File: config.mk
export PLATFORM = sky130hd
export DESIGN_NAME = seven_seg_arb
export DESIGN_NICKNAME = d
export VERILOG_FILES = /design/src/rtl/seven_seg_pkg.sv /design/src/rtl/seven_seg_arb_rr_pick4.sv /design/src/rtl/seven_seg_arb.sv
export SDC_FILE = /design/constraint.sdc
export NUM_CORES = 1
export LEC_CHECK = 0
export ABC_AREA = 1
export BUFFER_PORTS_ARGS = -buffer_cell sky130_fd_sc_hd__buf_2
export CAP_MARGIN = 30
export CORE_MARGIN = 2
export CORE_UTILIZATION = 46
export CTS_CLUSTER_DIAMETER = 100
export DETAILED_ROUTE_END_ITERATION = 7
export GPL_TIMING_DRIVEN = 0
export PLACE_DENSITY = 0.71
export SLEW_MARGIN = 10
export SYNTH_ARGS = -nofsm -noshare
export SYNTH_HDL_FRONTEND = slang
export SYNTH_SLANG_ARGS = --single-unit
export TNS_END_PERCENT = 5
File: constraint.sdc
create_clock -name clk -period 2.3 [get_ports clk]
set_input_delay 0.23 -clock clk [delete_from_list [all_inputs] [get_ports clk]]
set_output_delay 0.23 -clock clk [all_outputs]
set_load 0.03 [all_outputs]
File: src/rtl/seven_seg_pkg.sv
// Shared types and sizes for the seven-segment display arbiter.
package seven_seg_pkg;
    localparam int NREQ    = 4;
    localparam int OWNER_W = 2;
    localparam int CNT_W   = 24;

    typedef enum logic {IDLE = 1'b0, HOLD = 1'b1} state_t;
endpackage

File: src/rtl/seven_seg_arb_rr_pick4.sv
// Combinational round-robin picker: first asserted request at or after ptr.
module rr_pick4
    import seven_seg_pkg::*;
(
    input  logic [NREQ-1:0]    req,
    input  logic [OWNER_W-1:0] ptr,
    output logic               valid,
    output logic [OWNER_W-1:0] idx
);
    logic [OWNER_W-1:0] w_cand;

    // Walk offsets from farthest to nearest so the nearest hit wins.
    always_comb begin
        valid  = 1'b0;
        idx    = ptr;
        w_cand = ptr;
        for (int k = NREQ - 1; k >= 0; k--) begin
            w_cand = ptr + OWNER_W'(k);
            if (req[w_cand]) begin
                valid = 1'b1;
                idx   = w_cand;
            end
        end
    end
endmodule

File: src/rtl/seven_seg_arb.sv
// Four-way arbiter for the eight-digit seven-segment display: the winner
// owns val_o/dp_o for at least pHoldCnt cycles and may refresh while it owns.
module seven_seg_arb
    import seven_seg_pkg::*;
#(
    parameter int pClkFreq = 25000000,
    parameter int pHoldCnt = pClkFreq / 4
) (
    input  logic                rst,
    input  logic                clk,
    input  logic [NREQ-1:0]     req,
    input  logic [31:0]         val0,
    input  logic [31:0]         val1,
    input  logic [31:0]         val2,
    input  logic [31:0]         val3,
    input  logic [7:0]          dp0,
    input  logic [7:0]          dp1,
    input  logic [7:0]          dp2,
    input  logic [7:0]          dp3,
    output logic [NREQ-1:0]     ack,
    output logic [31:0]         val_o,
    output logic [7:0]          dp_o,
    output logic [OWNER_W-1:0]  owner,
    output logic                busy
);
    localparam logic [CNT_W-1:0] RELOAD = CNT_W'(pHoldCnt - 1);

    state_t              r_state;
    logic [CNT_W-1:0]    r_cnt;
    logic [OWNER_W-1:0]  r_ptr;
    logic [OWNER_W-1:0]  r_owner;
    logic [NREQ-1:0]     r_ack;
    logic [31:0]         r_val;
    logic [7:0]          r_dp;
    logic                r_busy;

    logic [31:0]         w_val [NREQ];
    logic [7:0]          w_dp  [NREQ];
    logic [NREQ-1:0]     w_req_eff;
    logic                w_pick_vld;
    logic [OWNER_W-1:0]  w_pick_idx;

    assign w_val[0] = val0;
    assign w_val[1] = val1;
    assign w_val[2] = val2;
    assign w_val[3] = val3;
    assign w_dp[0]  = dp0;
    assign w_dp[1]  = dp1;
    assign w_dp[2]  = dp2;
    assign w_dp[3]  = dp3;

    // A request being acked this cycle is stale; masking it prevents a double latch.
    assign w_req_eff = req & ~r_ack;

    rr_pick4 u_pick (
        .req   (w_req_eff),
        .ptr   (r_ptr),
        .valid (w_pick_vld),
        .idx   (w_pick_idx)
    );

    always_ff @(posedge clk or posedge rst) begin
        if (rst) begin
            r_state <= IDLE;
            r_cnt   <= '0;
            r_ptr   <= '0;
            r_owner <= '0;
            r_ack   <= '0;
            r_val   <= '0;
            r_dp    <= '0;
            r_busy  <= 1'b0;
        end else begin
            r_ack <= '0;
            case (r_state)
                IDLE: begin
                    if (w_pick_vld) begin
                        r_val             <= w_val[w_pick_idx];
                        r_dp              <= w_dp[w_pick_idx];
                        r_owner           <= w_pick_idx;
                        r_ack[w_pick_idx] <= 1'b1;
                        r_cnt             <= RELOAD;
                        r_ptr             <= w_pick_idx + OWNER_W'(1);
                        r_state           <= HOLD;
                        r_busy            <= 1'b1;
                    end
                end
                HOLD: begin
                    // The final cycle always releases; an owner request then waits for IDLE.
                    if (r_cnt == '0) begin
                        r_state <= IDLE;
                        r_busy  <= 1'b0;
                    end else if (w_req_eff[r_owner]) begin
                        r_val          <= w_val[r_owner];
                        r_dp           <= w_dp[r_owner];
                        r_ack[r_owner] <= 1'b1;
                        r_cnt          <= RELOAD;
                    end else begin
                        r_cnt <= r_cnt - CNT_W'(1);
                    end
                end
                default: r_state <= IDLE;
            endcase
        end
    end

    assign ack   = r_ack;
    assign val_o = r_val;
    assign dp_o  = r_dp;
    assign owner = r_owner;
    assign busy  = r_busy;
endmodule
==> impl_metrics.env <==
export IMPL_syn_nets=1155
export IMPL_start_util_pct=47.0
export IMPL_place_area_um2=7540
export IMPL_route_detailed_drc=0
export IMPL_ys_top_cells_by_count="nand2_1, nand3_1, dfrtp_1"
export IMPL_p_per_area_nw_per_um2=522
export IMPL_cp_data_arrival_time_ns=2.41
export IMPL_yosysSeqAreaShare_pct=29.7
export IMPL_synth_area_leaders="dfrtp_1, nand2_1, nand3_1, a22oi_1, a31oi_1"
export IMPL_ios=213
export IMPL_synth_top_area_cell="dfrtp_1"
export IMPL_synth_top_area_share_pct=29.7
export IMPL_cts_setup_buffers=0
export IMPL_dp_cells=1372
export IMPL_worstMarginPinSlew_ns=0.677
export IMPL_startpoint_type="flip-flop"
export IMPL_cts_buffers_inserted=9
export IMPL_setup_tns_final_ns=0
export IMPL_synth_cell_types=38
export IMPL_synthMuxAreaShare_pct=0
export IMPL_pre_cts_ws_ns=0.0561
export IMPL_avgSynthCellArea_um2=6.34
export IMPL_synthAdderAreaFrac_pct=1.21
export IMPL_synth_top_family_by_area="simple AND/OR/NAND/NOR gates"
export IMPL_hold_ws_ns=0.280
export IMPL_grt_pass1_wl_um=38100
export IMPL_drt_total_wl_um=24400
export IMPL_synth_most_common_cell="nand2_1"
export IMPL_io_buffers=212
export IMPL_clock_latency_ns=0.35
export IMPL_die_x_um=120
export IMPL_area_growth_pct=27.0
export IMPL_worstPathCellList="buf_6, inv_4, nand3_1, nand2_2, nand2_1, nand2_1, inv_2, nand2_1, nand3_2, nand2_4, buf_6, ha_1, nand2_1, o21ai_0"
export IMPL_maxCapViolations=0
export IMPL_yosys_most_used_dff="dfrtp_1"
export IMPL_p_leak_nw=4.09
export IMPL_grt_start_max_net_pins=57
export IMPL_path_common_cell="nand2_1"
export IMPL_synth_cell_area_um2=6230
export IMPL_hpwl_um=18000
export IMPL_antenna_found_initial=3
export IMPL_die_h_um=120
export IMPL_hold_viol_final=0
export IMPL_n_fill_cell=1384
export IMPL_overflow=0
export IMPL_yosys_area_share_simple_pct=43.5
export IMPL_critPathMaxFanout=11
export IMPL_setup_viol_count_final=0
export IMPL_relSlewSlack_pct=54.8
export IMPL_cts_root_buf="clkbuf_16"
export IMPL_viasPerCell=5.78
export IMPL_timing_fmax_ghz=0.456
export IMPL_cp_required_ns=2.52
export IMPL_power_total_mw=4.13
export IMPL_synthCells=983
export IMPL_register_area_um2=1850
export IMPL_drive_gt1_share_pct=25.1
export IMPL_hold_path_depth=7
export IMPL_path_class="flip-flop to flip-flop"
export IMPL_ys_ff_latch=74
export IMPL_clock_sinks=74
export IMPL_gp_congestion=0.906
export IMPL_status="complete, no violations"
export IMPL_crit_start="r_ptr[0]"
export IMPL_grt_pass1_vias=7526
export IMPL_die_area_um2=14500
export IMPL_synth_xor_area_share_pct=1.25
export IMPL_multi_input_comb_area_um2=3880
export IMPL_timing_final_crit_share_pct=95.3
export IMPL_synth_warnings=0
export IMPL_num_vias=8050
export IMPL_placementRows=42
export IMPL_drtPass1Iterations=6
export IMPL_detail_route_antenna_nets=0
export IMPL_synth_edff_count=0
export IMPL_setup_ws_ns=0.109
export IMPL_synthArstFlopShare_pct=100
export IMPL_hold_path_startpoint="dp3[7]"
export IMPL_rsz0062_at_grt="yes"
export IMPL_stdcell_area_um2=7910
export IMPL_wire_per_inst_um=17.5
export IMPL_fin_crit_ns=2.19
export IMPL_irDropWorstVdd_mv=0.319
export IMPL_cts_max_level=3
export IMPL_ff2ff_path_depth=14
export IMPL_drt_iter0_markers=956
export IMPL_skew_ns=0.0102
export IMPL_cts_buffer_depth=2
export IMPL_finalNetCount=1380
export IMPL_end_kind="flip-flop"
export IMPL_groute_usage_overall_pct=33.3
export IMPL_final_core_util_pct=59.7
export IMPL_synth_compound_area_share_pct=15.9
export IMPL_finalNonFillerCells=1393
export IMPL_worstReg2RegStart="r_ptr[0]"
export IMPL_cp_slowest_stage_delay_ns=0.37
export IMPL_cts_tree="yes"
export IMPL_core_um2=13200
export IMPL_path_clk_slew_ns=0.07
export IMPL_hold_class="input pin to flip-flop"
export IMPL_drv_slew=0
export IMPL_cp_slowest_cell="dfrtp_1"
==> logic make-up after synthesis <==
kind of cell               Yosys count
adders and majority gates            6
DFF                                 74
and+or+nand+nor                    637
xor gates and xnor gates             8
AOI/OAI and AO/OA                  146
buffers and inverters              112
==> sequential cells by signal, indices dropped and copies added, names as in the netlist <==
signal / count
owner: 2
val_o: 32
r_state: 1
dp_o: 8
busy: 1
r_ptr: 2
r_cnt: 24
ack: 4
==> routing by layer <==
metal  GRT usage [%]  vias to the layer above  wire length [um]
met5               0                        -                 0
met4            13.5                        0               616
met3            6.98                       51              2670
met2            51.4                      492             11200
met1            45.5                     3705              9910
li1                -                     3802                 -
==> where the power goes <==
group | switching [mW] | leakage, nW | internal, mW
sequential | 0.0742 | 0.872 | 1.41
clock | 0.623 | 0.146 | 0.848
combinational | 0.757 | 3.07 | 0.419
==> cell type report <==
| class | count | area share [%] |
|---|---|---|
| Clock buffer | 9 | 2.85 |
| Multi-Input combinational cell | 797 | 49.1 |
| Clock inverter | 7 | 0.981 |
| Sequential cell | 74 | 23.4 |
| Antenna cell | 4 | 0.127 |
| Tap cell | 176 | 2.78 |
| Buffer | 70 | 4.82 |
| Inverter | 42 | 2.06 |
| Timing Repair Buffer | 214 | 13.9 |
==> placed cells by master, fill, tap and decap left out, types with 6 or more instances in the layout <==
cell type and instances:
nand2_1 382, buf_2 238, nand3_1 184, dfrtp_1 74
a22oi_1 58, nor2_1 37, inv_1 32, a31oi_1 31
clkbuf_1 26, o21ai_0 13, a21oi_1 12, a221oi_1 11
buf_4 9, clkbuf_16 9, inv_2 8, o21ai_1 8
nor3_1 7, xor2_1 6, ha_1 6
==> worst paths after layout <==
kind | to | slack, ns
hold / removal | dp_o[7] | 0.28
min in group asynchronous | val_o[19] | 0.39
setup / recovery | r_ptr[1] | 0.11
max in group asynchronous | owner[1] | 1.32
setup reg to reg | r_ptr[1] | 0.11
hold reg to reg | val_o[13] | 0.48
==> critical path: cells and delay by family, from the launching register on <==
family          cells  cell delay, ns
simple gates        8            0.89
buf+inv             4            0.48
fa+ha+maj           1            0.24
compound gates      1            0.08
flops               1            0.37
==> repair_timing <==
action                     CTS  global route
resized for setup            0            21
setup endpoints to repair    0            59
hold buffers                 1             0
hold endpoints to repair    18             0
No activity file was read; power rests on OpenSTA's default activity.
